## src/rtl/uart_tx_fsm.sv

```systemverilog
// UART TX frame sequencer: one-hot INTERVAL/START/DATA/PARITY/STOP walk paced by the baud pulse.
// Define UART_TX_TWO_STOPBIT_EN to hold STOPBIT for two baud periods.
module uart_tx_fsm #(
    parameter int unsigned IDLE_GAP = 1
) (
    input  logic       clk,
    input  logic       rst,
    input  logic       p_BaudSig_i,
    input  logic       p_FifoEmpty_i,
    input  logic       p_ParityEn_i,
    output logic [4:0] State_o,
    output logic [3:0] BitCounter_o,
    output logic       p_ParityCalTrigger_o,
    output logic       p_TxBusy_o,
    output logic       p_FrameDone_o
);

    typedef enum logic [4:0] {
        INTERVAL  = 5'b0_0001,
        STARTBIT  = 5'b0_0010,
        DATABITS  = 5'b0_0100,
        PARITYBIT = 5'b0_1000,
        STOPBIT   = 5'b1_0000
    } state_t;

    localparam logic [3:0] GAP_MAX = 4'(IDLE_GAP);

    state_t     stateR, stateNext;
    logic [3:0] bitCntR, bitCntNext;
    logic [3:0] gapCntR, gapCntNext;
    logic       parity_en_r, parityEnNext;
    logic       trigR, trigNext;
    logic       doneR, doneNext;
    logic       busyR, busyNext;
    logic       gapReached;
`ifdef UART_TX_TWO_STOPBIT_EN
    logic       stopCntR, stopCntNext;
`endif

    // Start is allowed when this baud pulse completes the required idle gap.
    assign gapReached = ({1'b0, gapCntR} + 5'd1) >= {1'b0, GAP_MAX};

    always_comb begin
        stateNext    = stateR;
        bitCntNext   = bitCntR;
        gapCntNext   = gapCntR;
        parityEnNext = parity_en_r;
        trigNext     = 1'b0;
        doneNext     = 1'b0;
`ifdef UART_TX_TWO_STOPBIT_EN
        stopCntNext  = stopCntR;
`endif
        case (stateR)
            INTERVAL: begin
                if (p_BaudSig_i) begin
                    if (gapReached && !p_FifoEmpty_i) begin
                        stateNext    = STARTBIT;
                        gapCntNext   = 4'd0;
                        parityEnNext = p_ParityEn_i;
                    end else if (gapCntR < GAP_MAX) begin
                        gapCntNext = gapCntR + 4'd1;
                    end
                end
            end
            STARTBIT: begin
                if (p_BaudSig_i) begin
                    stateNext  = DATABITS;
                    bitCntNext = 4'd0;
                end
            end
            DATABITS: begin
                if (p_BaudSig_i) begin
                    if (bitCntR == 4'd7) begin
                        bitCntNext = 4'd0;
                        trigNext   = 1'b1;
                        stateNext  = parity_en_r ? PARITYBIT : STOPBIT;
`ifdef UART_TX_TWO_STOPBIT_EN
                        stopCntNext = 1'b0;
`endif
                    end else begin
                        bitCntNext = bitCntR + 4'd1;
                    end
                end
            end
            PARITYBIT: begin
                if (p_BaudSig_i) begin
                    stateNext = STOPBIT;
`ifdef UART_TX_TWO_STOPBIT_EN
                    stopCntNext = 1'b0;
`endif
                end
            end
            STOPBIT: begin
                if (p_BaudSig_i) begin
`ifdef UART_TX_TWO_STOPBIT_EN
                    if (!stopCntR) begin
                        stopCntNext = 1'b1;
                    end else begin
                        stateNext   = INTERVAL;
                        doneNext    = 1'b1;
                        gapCntNext  = 4'd0;
                        stopCntNext = 1'b0;
                    end
`else
                    stateNext  = INTERVAL;
                    doneNext   = 1'b1;
                    gapCntNext = 4'd0;
`endif
                end
            end
            default: begin
                // Non-one-hot state: recover to a clean idle without pulses.
                stateNext  = INTERVAL;
                bitCntNext = 4'd0;
                gapCntNext = 4'd0;
`ifdef UART_TX_TWO_STOPBIT_EN
                stopCntNext = 1'b0;
`endif
            end
        endcase
        busyNext = (stateNext != INTERVAL);
    end

    always_ff @(posedge clk or negedge rst) begin
        if (!rst) begin
            stateR      <= INTERVAL;
            bitCntR     <= 4'd0;
            gapCntR     <= 4'd0;
            parity_en_r <= 1'b0;
            trigR       <= 1'b0;
            doneR       <= 1'b0;
            busyR       <= 1'b0;
`ifdef UART_TX_TWO_STOPBIT_EN
            stopCntR    <= 1'b0;
`endif
        end else begin
            stateR      <= stateNext;
            bitCntR     <= bitCntNext;
            gapCntR     <= gapCntNext;
            parity_en_r <= parityEnNext;
            trigR       <= trigNext;
            doneR       <= doneNext;
            busyR       <= busyNext;
`ifdef UART_TX_TWO_STOPBIT_EN
            stopCntR    <= stopCntNext;
`endif
        end
    end

    assign State_o              = stateR;
    assign BitCounter_o         = bitCntR;
    assign p_ParityCalTrigger_o = trigR;
    assign p_TxBusy_o           = busyR;
    assign p_FrameDone_o        = doneR;

endmodule

```

## config.mk

```make
export PLATFORM = sky130hd
export DESIGN_NAME = uart_tx_fsm
export DESIGN_NICKNAME = d
export VERILOG_FILES = /design/src/rtl/uart_tx_fsm.sv
export SDC_FILE = /design/constraint.sdc
export NUM_CORES = 1
export LEC_CHECK = 0
export CELL_PAD_IN_SITES_DETAIL_PLACEMENT = 0
export CELL_PAD_IN_SITES_GLOBAL_PLACEMENT = 1
export CORE_ASPECT_RATIO = 0.8
export CORE_MARGIN = 5
export CORE_UTILIZATION = 36
export CTS_CLUSTER_SIZE = 30
export DETAILED_ROUTE_END_ITERATION = 10
export PLACE_DENSITY_LB_ADDON = 0.1
export SYNTH_ARGS = -nofsm -noshare
export SYNTH_HDL_FRONTEND = slang
export SYNTH_SLANG_ARGS = --single-unit
```

## constraint.sdc

```tcl
create_clock -name clk -period 2.3 [get_ports clk]
set_input_delay 0.46 -clock clk [delete_from_list [all_inputs] [get_ports clk]]
set_output_delay 0.46 -clock clk [all_outputs]
set_load 0.02 [all_outputs]
```

# Word-level counts from Yosys, hierarchy flattened
# Cells that the tools add are included.
# word_totals
ff_bits,17
inputBits,5
word_cells,55
# classes
n_addsub,3
n_lt_le_gt_ge,2
eq_ne,12
muxes,22
n_bitwise,2
reduce_logical,7
# ops
cell,count
$mux W5,8
$pmux W5 S5,1
$mux W4,6
$pmux W4 S3,2
$add A4 B1 Y4 const B,2
$ne A2 B2 Y1 const B,4
$reduce_and A3 Y1,2
$reduce_or A3 Y1,2
$add A4 B1 Y5 const B,1
$eq A5 B1 Y1 const B,1
$eq A5 B2 Y1 const B,1
$eq A5 B3 Y1 const B,1
$eq A5 B4 Y1 const B,1
$eq A5 B5 Y1 const B,1
$ge A5 B1 Y1 const B,1
$mux W1,5
$ne A5 B1 Y1 const B,1
$eq A4 B3 Y1 const B,1
$lt A4 B1 Y1 const B,1
$reduce_and A4 Y1,1
$ne A3 B3 Y1 const B,1
$not A1 Y1,2
$logic_and A1 B1 Y1,1
$logic_not A1 Y1,1

# Longest topological paths before layout
# Gate-level depths: netlist of run 1.
# logic_depth
word_depth,7
depth_mapped,7
ltp_nobuf,7

# Worst setup path before layout of run 1
# OpenSTA, ideal clock, no wires.
# synth_timing
path_type,reg-to-reg
from,reg gapCntR[0]
to,reg gapCntR[0]
arrival_ns,2.035
setup_slack_ns,0.140
path_stages_with_launch,8
path_buffers,0
cell_sequence,dfrtp_1 -> inv_1 -> ha_1 -> or4b_1 -> a21oi_2 -> o21ai_2 -> o21a_4 -> mux2_4
# synth_via
elab_chain_cells,6
# synth_lines
element,line_no,text
start: declaration,30,"logic [3:0] gapCntR, gapCntNext;"
start signal: assignment,139,gapCntR <= gapCntNext;
$add A4 B1 Y5,41,"assign gapReached = ({1'b0, gapCntR} + 5'd1) >= {1'b0, GAP_MAX};"
$ge A5 B1 Y1,41,
$logic_and A1 B1 Y1,56,if (gapReached && !p_FifoEmpty_i) begin
$mux W4,56,
$mux W4,55,if (p_BaudSig_i) begin
$pmux W4 S3,53,case (stateR)
# Parallel ways exist; a longest one is shown, timed or not. The select of a mux whose other input is x is not followed.
# A chain may end at the register's enable or synchronous reset.

# Worst setup path after layout of run 1
# Same ends and word-level chain as after synthesis.

==> impl_metrics.py, run 1 <==
metrics = {
    "cells_and_area": {
        "final_layout_size_suffix_gt1_frac": 0.216,
        "diodes": 0,
        "final_net_count": 135,
        "final_cell_mix": "dfrtp_1 (16), clkdlybuf4s50_1 (16), buf_4 (10)",
        "fin_util": 0.478,
        "syn_to_final_growth_pct": 28.9,
    },
    "global_route": {
        "grt_pass1_wl_microns": 4040,
        "grt_pass1_vias": 842,
        "groute.usage.overall": 0.125,
        "grt_start_max_net_pins": 18,
        "antenna_found_initial": 0,
        "gr-total-overflow": 0,
    },
    "yosys": {
        "ys_seq_area_frac": 0.419,
        "synth.distinct_cells": 42,
        "yosysWarnings": 0,
        "synthCells": 100,
        "ys_ff_latch": 17,
        "syn-cell-area_sq_um": 1020,
        "avgSynthCellArea_sq_um": 10.2,
        "syn-num-nets": 109,
    },
    "route": {
        "num_vias": 838,
        "wl_microns": 2340,
        "antenna_left": 0,
        "drtIter0Drc": 64,
        "dr.pass1.iters": 4,
        "route.detailed.drc": 0,
        "routedWlPerCell_microns": 14.3,
        "vias_per_cell": 5.14,
    },
    "run": {
        "maxCapViolations": 0,
    },
    "pwr": {
        "swShare": 0.374,
        "pwr_density_cell_nw_per_um2": 900,
        "p_comb_frac": 0.487,
        "irDropWorstVdd_v": 0.000450,
        "pwr-share-seq": 0.375,
        "clockPowerShare": 0.139,
        "p_total_uw": 1180,
        "leakage_uw": 0.000555,
        "netSwitchingPower_uw": 441,
        "p_int_uw": 740,
    },
    "cts": {
        "clock_latency_ns": 0.29,
        "cts-root-buf": "clkbuf_4",
        "path_clk_slew_ns": 0.10,
        "cts_tree": "built",
        "numCtsBuffers": 3,
        "hold_buffers": 0,
        "clockBufferDepth": 2,
        "ctsHtreeMaxLevel": 1,
        "cts_sinks": 17,
    },
    "sta": {
        "worst_slew_pin_slew_ns": 0.464,
        "timing.hold.ws_ns": 0.486,
        "fin_skew_ns": 0.000650,
        "fin_crit_sh": 0.965,
        "slew_violations": 0,
        "fmax_mhz": 450,
        "hold_violations": 0,
        "finalSetupTns_ns": 0,
        "slew-limit-headroom": 0.689,
        "setup-violations-final": 0,
        "period_minus_slack_ns": 2.22,
    },
    "critical_path": {
        "worst-setup-path-type": "flip-flop to flip-flop",
        "arrival_ns": 2.41,
        "worstSetupStartpointType": "flip-flop",
        "cp_max_fo": 4,
        "cp-end-kind": "flip-flop",
        "worst_ep_required_time_ns": 2.49,
        "ff2ff_setup_slack_ns": 0.08,
    },
    "place": {
        "gp_congestion": 0.786,
        "place_hpwl_microns": 1700,
        "io_buffers": 16,
    },
    "status": {
        "status": "finished, final reports clean",
    },
    "floorplan": {
        "start_util": 0.371,
        "core_sq_um": 2740,
        "row_count": 17,
        "ios": 17,
        "die_h_microns": 57.6,
        "die_w_microns": 69.5,
        "die-area_sq_um": 4000,
    },
    "min_path": {
        "hp-class": "input port to asynchronous set/reset pin",
    },
}
## through the flow
| step | cell area (sq um) | setup WS (ns) | cells |
|---|---|---|---|
| 3_3_place_gp | 1260 | 0.0594 | 157 |
| 3_5_place_dp | 1260 | 0.0418 | 157 |
| 2_1_floorplan | 1020 | 0.140 | 100 |
| 4_1_cts | 1290 | 0.0284 | 161 |
| 6_report | 1310 | 0.0800 | 163 |
| 5_1_grt | 1310 | -0.00229 | 163 |
## flip-flops by register name, summed over array words and instances, names as in the netlist
name and cells:
BitCounter_o 4, parity_en_r 1, p_TxBusy_o 1, gapCntR 4, p_ParityCalTrigger_o 1, State_o 5
p_FrameDone_o 1
## worst max-delay path, stage by stage, from the launching register on
cell,delay [ns]
dfrtp_1,0.38
inv_1,0.07
ha_1,0.31
or4b_4,0.54
a21oi_4,0.17
o21ai_2,0.10
o21a_4,0.26
mux2_4,0.29
## cell usage after synthesis
cell       number  area [sq um]
a2111oi_0       1          8.76
a211oi_1        1          7.51
a21oi_1         2          10.0
a21oi_2         1          8.76
a31oi_1         4          25.0
and4b_1         1          10.0
buf_6           1          11.3
clkbuf_1        4          15.0
dfrtp_1        16           400
dfstp_2         1          26.3
ha_1            4          50.1
inv_1           5          18.8
mux2_2          1          11.3
mux2_4          1          15.0
mux2i_1         4          40.0
nand2_1         6          22.5
nand2b_1        4          25.0
nand3_1         2          10.0
nand3b_1        4          30.0
nand4_1         1          6.26
nor2_1          6          22.5
nor2b_1         4          25.0
nor3_1          1          5.00
nor3_2          1          10.0
nor3b_1         1          7.51
nor4b_1         1          8.76
nor4b_4         1          23.8
o211ai_1        1          7.51
o21a_1          1          7.51
o21a_4          1          15.0
o21ai_0         4          20.0
o21ai_2         1          8.76
o21ba_2         1          10.0
o22a_1          1          8.76
o22ai_1         1          6.26
o31ai_1         1          7.51
o41ai_1         3          26.3
or2_2           2          12.5
or2_4           1          8.76
or3_1           1          6.26
or3b_2          1          8.76
or4b_1          1          10.0
## logic make-up (layout without fill, tap and decap cells)
logic type,after synthesis,count (layout),share of synthesized area
simple gates,39,39,0.248
compound gates,24,24,0.174
flops,17,17,0.419
buf+inv,10,35,0.0442
mux,6,6,0.0651
fa+ha+maj,4,4,0.0491
## power groups by stage
stage	clock (uW)	combinational, uW	sequential (uW)
after floorplan	0	374	432
after global placement	0	554	444
after detailed placement	0	553	447
after CTS	172	556	442
after global routing	182	631	453
final	164	575	442
## layer usage
layer | routed length [microns] | track usage | vias up
met5 | 0 | 0 | -
met4 | 10 | 0.0223 | 0
met3 | 120 | 0.0475 | 2
li1 | - | - | 413
met2 | 985 | 0.173 | 21
met1 | 1220 | 0.184 | 402
## cell type report
type / instances / area [sq um]
Fill cell: 260 / 1430
Multi-Input combinational cell: 73 / 558
Clock buffer: 4 / 26.3
Inverter: 5 / 18.8
Timing Repair Buffer: 26 / 235
Tap cell: 38 / 47.5
Sequential cell: 17 / 427
## worst paths after layout
| check | start | end | cells past startpoint |
|---|---|---|---|
| max in group asynchronous | rst | State_o[0] | 2 |
| max | gapCntR[0] | gapCntR[0] | 7 |
| min in group clk | BitCounter_o[3] | BitCounter_o[3] | 1 |
| min | rst | BitCounter_o[0] | 2 |
| max reg2reg | gapCntR[0] | gapCntR[0] | 7 |
| min reg2reg | BitCounter_o[3] | BitCounter_o[3] | 1 |
## timing repair
action,in CTS,in global routing
gates resized for setup,0,3
endpoints found under the setup margin,0,2
setup buffers,0,2
(Power assumes the default switching activity.)
==> inputs of run 2 (changes only) <==
--- a/config.mk
+++ b/config.mk
@@ -10,9 +10,10 @@
 export CORE_ASPECT_RATIO = 0.8
 export CORE_MARGIN = 5
 export CORE_UTILIZATION = 36
+export CTS_BUF_LIST = sky130_fd_sc_hd__clkbuf_4 sky130_fd_sc_hd__clkbuf_8 sky130_fd_sc_hd__clkbuf_16
 export CTS_CLUSTER_SIZE = 30
 export DETAILED_ROUTE_END_ITERATION = 10
-export PLACE_DENSITY_LB_ADDON = 0.1
+export PLACE_DENSITY = 0.84
 export SYNTH_ARGS = -nofsm -noshare
 export SYNTH_HDL_FRONTEND = slang
 export SYNTH_SLANG_ARGS = --single-unit
==> impl_metrics.py, run 2 (synthesis gave the netlist of run 1 again) <==
metrics = {
    "sta": {
        "worst_slew_pin_slew_ns": 0.413,
        "fin_skew_ns": 0.00517,
        "slew-limit-headroom": 0.723,
        "finalSetupTns_ns": 0,
        "fmax_mhz": 454,
        "setup-violations-final": 0,
        "slew_violations": 0,
        "period_minus_slack_ns": 2.20,
        "hold_violations": 0,
        "rsz0062_at_grt": "false",
        "fin_crit_sh": 0.958,
    },
    "cells_and_area": {
        "final_layout_size_suffix_gt1_frac": 0.203,
        "final_area_sq_um": 1290,
        "largest_register_ffs": 5,
        "final_net_count": 133,
        "diodes": 0,
        "final_cell_mix": "dfrtp_1 (16), clkdlybuf4s50_1 (16), buf_4 (8)",
        "syn_to_final_growth_pct": 26.7,
    },
    "cts": {
        "cts_sinks": 17,
        "path_clk_slew_ns": 0.10,
        "numCtsBuffers": 3,
        "cts_tree": "built",
        "clock_latency_ns": 0.29,
        "hold_buffers": 0,
        "clockBufferDepth": 2,
        "cts-root-buf": "clkbuf_4",
        "ctsHtreeMaxLevel": 1,
    },
    "floorplan": {
        "die-area_sq_um": 4000,
        "die_h_microns": 57.6,
        "die_w_microns": 69.5,
        "ios": 17,
        "row_count": 17,
        "start_util": 0.371,
        "core_sq_um": 2740,
    },
    "global_route": {
        "grt_pass1_vias": 798,
        "antenna_found_initial": 0,
        "grt_start_max_net_pins": 13,
        "grt_pass1_wl_microns": 3860,
        "gr-total-overflow": 0,
        "groute.usage.overall": 0.121,
    },
    "critical_path": {
        "crit_slowest_cell": "or4b_1",
        "path_cells": "inv_1 > ha_1 > or4b_1 > a21oi_2 > o21ai_2 > o21a_4 > mux2_4",
        "reg2reg_from": "gapCntR[0]",
        "arrival_ns": 2.39,
        "critPathBufInv": 1,
        "worstSetupStartpointType": "flip-flop",
        "cpLargestDelayFamily": "compound AO/OA/AOI/OAI gates",
        "crit_start": "gapCntR[0]",
        "slowest_delay_ns": 0.53,
        "cp_max_fo": 4,
        "worst-setup-path-type": "flip-flop to flip-flop",
        "cp-end-kind": "flip-flop",
        "worst_ep_required_time_ns": 2.48,
    },
    "place": {
        "io_buffers": 16,
        "place_hpwl_microns": 1750,
        "gp_congestion": 0.729,
        "dpl_cell_area_sq_um": 1250,
    },
    "min_path": {
        "hp-class": "input port to asynchronous set/reset pin",
    },
    "run": {
        "maxCapViolations": 0,
    },
    "pwr": {
        "pwr_density_cell_nw_per_um2": 909,
        "irDropWorstVdd_v": 0.000396,
        "leakage_uw": 0.000545,
    },
    "route": {
        "wl_microns": 2200,
        "antenna_left": 0,
        "routedWlPerCell_microns": 13.7,
        "vias_per_cell": 5.08,
        "num_vias": 818,
        "drtIter0Drc": 28,
        "dr.pass1.iters": 4,
        "route.detailed.drc": 0,
    },
    "status": {
        "status": "finished, final reports clean",
    },
}
## run 2: cell types whose count changed in the layout (fill, tap and decap cells not counted)
cell,change
buf_4,-2
a21oi_2,+1
clkbuf_4,+1
a21oi_4,-1
or4b_1,+1
clkbuf_1,-1
or4b_4,-1
## run 2: metal layers
metal  routed length [microns]  vias up  GRT usage
met5                         0        -          0
met4                        23        0     0.0418
met3                       105        2     0.0423
met2                      1010       16      0.181
met1                      1060      392      0.163
li1                          -      408          -
## run 2: timing repair
action                     CTS  global route
buffers inserted             0             1
setup endpoints to repair    0             2
resized for setup            0             1
## run 2: power breakdown
group / internal [uW] / switching, uW / total [uW]
clock: 79.3 / 91.5 / 171
sequential: 358 / 72.2 / 430
combinational: 306 / 265 / 571
## run 2: final timing paths
| kind | endpoint | slack, ns | cells past startpoint |
|---|---|---|---|
| worst max-delay path | gapCntR[0] | 0.1 | 7 |
| worst min-delay path | State_o[4] | 0.45 | 1 |
| worst max register to register | gapCntR[0] | 0.1 | 7 |
| worst min register to register | BitCounter_o[3] | 0.51 | 1 |
| max in group asynchronous | State_o[0] | 1.29 | 2 |
| min in group clk | BitCounter_o[3] | 0.51 | 1 |
## run 2: metrics by stage
| stage | hold WS, ns | total power, uW | utilization | setup slack [ns] | std cells |
|---|---|---|---|---|---|
| 2_1_floorplan | 0.164 | 807 | - | 0.140 | 100 |
| 3_3_place_gp | 0.490 | 986 | 0.456 | 0.104 | 156 |
| 3_5_place_dp | 0.495 | 998 | 0.456 | 0.0856 | 156 |
| 4_1_cts | 0.450 | 1170 | 0.467 | 0.0752 | 160 |
| 5_1_grt | 0.472 | 1260 | 0.470 | 0.0111 | 161 |
| 6_report | 0.448 | 1170 | 0.470 | 0.0965 | 161 |
## run 2: worst register-to-register path, cell delays in order, from the launching register on
cell and delay [ns]:
dfrtp_1 0.36, inv_1 0.07, ha_1 0.31, or4b_1 0.53
a21oi_2 0.20, o21ai_2 0.11, o21a_4 0.24, mux2_4 0.29
## run 2: cell type report
type / count / area, sq um
flip-flops and latches: 17 / 427
fillers: 264 / 1450
multi-input cells: 73 / 547
clock buffers: 4 / 30.0
repair buffers: 24 / 220
well taps: 38 / 47.5
inverters: 5 / 18.8
==> inputs of run 3 (changes only) <==
--- a/config.mk
+++ b/config.mk
@@ -10,10 +10,11 @@
 export CORE_ASPECT_RATIO = 0.8
 export CORE_MARGIN = 5
 export CORE_UTILIZATION = 36
-export CTS_BUF_LIST = sky130_fd_sc_hd__clkbuf_4 sky130_fd_sc_hd__clkbuf_8 sky130_fd_sc_hd__clkbuf_16
 export CTS_CLUSTER_SIZE = 30
 export DETAILED_ROUTE_END_ITERATION = 10
 export PLACE_DENSITY = 0.84
+export RECOVER_POWER = 50
+export REMOVE_ABC_BUFFERS = 1
 export SYNTH_ARGS = -nofsm -noshare
 export SYNTH_HDL_FRONTEND = slang
 export SYNTH_SLANG_ARGS = --single-unit
==> impl_metrics.py, run 3 (synthesis gave the netlist of run 1 again) <==
metrics = {
    "global_route": {
        "antenna_found_initial": 0,
        "gr-total-overflow": 0,
        "groute.usage.overall": 0.118,
        "grt_pass1_wl_microns": 3870,
        "grt_start_max_net_pins": 18,
        "grt_pass1_vias": 832,
    },
    "cells_and_area": {
        "final_layout_size_suffix_gt1_frac": 0.189,
        "final_cells": 160,
        "mostFrequentLayoutCell": "dfrtp_1",
        "final_net_count": 132,
        "final_cell_mix": "dfrtp_1 (16), clkdlybuf4s50_1 (12), nand2_1 (6), nor2_1 (6), buf_4 (6)",
        "final_area_sq_um": 1290,
        "largest_register_ffs": 5,
        "diodes": 0,
        "syn_to_final_growth_pct": 26.3,
    },
    "critical_path": {
        "cp-end-kind": "flip-flop",
        "reg2reg_from": "gapCntR[1]",
        "crit_start": "gapCntR[1]",
        "worst-setup-path-type": "flip-flop to flip-flop",
        "rr_endpoint": "gapCntR[0]",
        "cp_max_fo": 4,
        "reg2regPathDepth": 7,
        "arrival_ns": 2.39,
        "ff2ff_setup_slack_ns": 0.09,
        "worst_ep_required_time_ns": 2.48,
        "worstSetupStartpointType": "flip-flop",
    },
    "floorplan": {
        "die-area_sq_um": 4000,
        "die_w_microns": 69.5,
        "core_sq_um": 2740,
        "die_h_microns": 57.6,
        "start_util": 0.371,
        "ios": 17,
        "row_count": 17,
    },
    "sta": {
        "slew_violations": 0,
        "fmax_mhz": 452,
        "hold_violations": 0,
        "fin_crit_sh": 0.962,
        "slew-limit-headroom": 0.381,
        "fin_skew_ns": 0.00573,
        "worst_slew_pin_slew_ns": 0.928,
        "setup-violations-final": 0,
        "period_minus_slack_ns": 2.21,
        "finalSetupTns_ns": 0,
    },
    "place": {
        "io_buffers": 16,
        "dp.cells": 156,
        "place_hpwl_microns": 1660,
        "gp_congestion": 0.853,
        "dpl_cell_area_sq_um": 1250,
    },
    "cts": {
        "numCtsBuffers": 3,
        "cts-root-buf": "clkbuf_4",
        "cts_tree": "built",
        "hold_buffers": 0,
        "clock_latency_ns": 0.29,
        "path_clk_slew_ns": 0.09,
        "cts_sinks": 17,
        "cts_setup_buffers": 0,
        "clockBufferDepth": 2,
        "ctsHtreeMaxLevel": 1,
    },
    "min_path": {
        "hold_depth": 1,
        "hp-class": "flip-flop to flip-flop",
        "hold_start": "BitCounter_o[3]",
        "min_to": "BitCounter_o[3]",
    },
    "pwr": {
        "pwr_density_cell_nw_per_um2": 886,
        "irDropWorstVdd_v": 0.000505,
        "leakage_uw": 0.000545,
    },
    "route": {
        "antenna_left": 0,
        "num_vias": 820,
        "dr.pass1.iters": 4,
        "route.detailed.drc": 0,
        "routedWlPerCell_microns": 13.7,
        "drtIter0Drc": 28,
        "vias_per_cell": 5.13,
        "wl_microns": 2190,
    },
    "status": {
        "status": "finished, final reports clean",
    },
    "run": {
        "maxCapViolations": 0,
    },
}
-- run 3: cell type report --
cell class	instances	area, sq um
Clock buffer	4	26.3
Fill cell	245	1460
Inverter	5	18.8
Multi-Input combinational cell	73	558
Sequential cell	17	427
Tap cell	38	47.5
Timing Repair Buffer	23	209
-- run 3: per-layer routing --
| layer | GRT usage | vias to the layer above | wire length (microns) |
|---|---|---|---|
| li1 | - | 408 | - |
| met1 | 0.151 | 398 | 1080 |
| met2 | 0.200 | 12 | 1030 |
| met3 | 0.0264 | 2 | 60 |
| met4 | 0.0334 | 0 | 22 |
| met5 | 0 | - | 0 |
-- run 3: critical path, cell delays in order (launching register included) --
cell,delay (ns)
dfrtp_1,0.39
inv_1,0.11
ha_1,0.25
or4b_4,0.54
a21oi_4,0.17
o21ai_2,0.10
o21a_4,0.25
mux2_4,0.29
-- run 3: through the flow --
| step | util | total power (uW) | hold WS [ns] | setup slack, ns |
|---|---|---|---|---|
| after floorplan | - | 784 | 0.164 | 0.140 |
| after detailed placement | 0.456 | 982 | 0.493 | 0.0562 |
| after CTS | 0.466 | 1140 | 0.487 | 0.0352 |
| after global routing | 0.469 | 1230 | 0.554 | -0.00782 |
| after global placement | 0.456 | 974 | 0.485 | 0.0514 |
| final | 0.469 | 1140 | 0.519 | 0.0875 |
-- run 3: how the worst max path moves through the flow --
| stage | to | slack, ns |
|---|---|---|
| 2_1_floorplan | gapCntR[0] | 0.14 |
| 3_3_place_gp | parity_en_r | 0.05 |
| 3_5_place_dp | gapCntR[0] | 0.06 |
| 4_1_cts | parity_en_r | 0.04 |
| 5_1_grt | gapCntR[0] | -0.008 |
| 6_report | gapCntR[0] | 0.09 |
-- run 3: what timing repair did --
item / CTS / global route
endpoints found under the hold margin: 0 / 0
gates resized for setup: 0 / 3
setup endpoints to repair: 0 / 2
-- run 3: where the power goes --
part           leakage [uW]  switching [uW]  internal, uW
registers          0.000228            77.5           358
logic              0.000302             258           293
clock network     0.0000150            86.4          67.4
total              0.000545             422           718
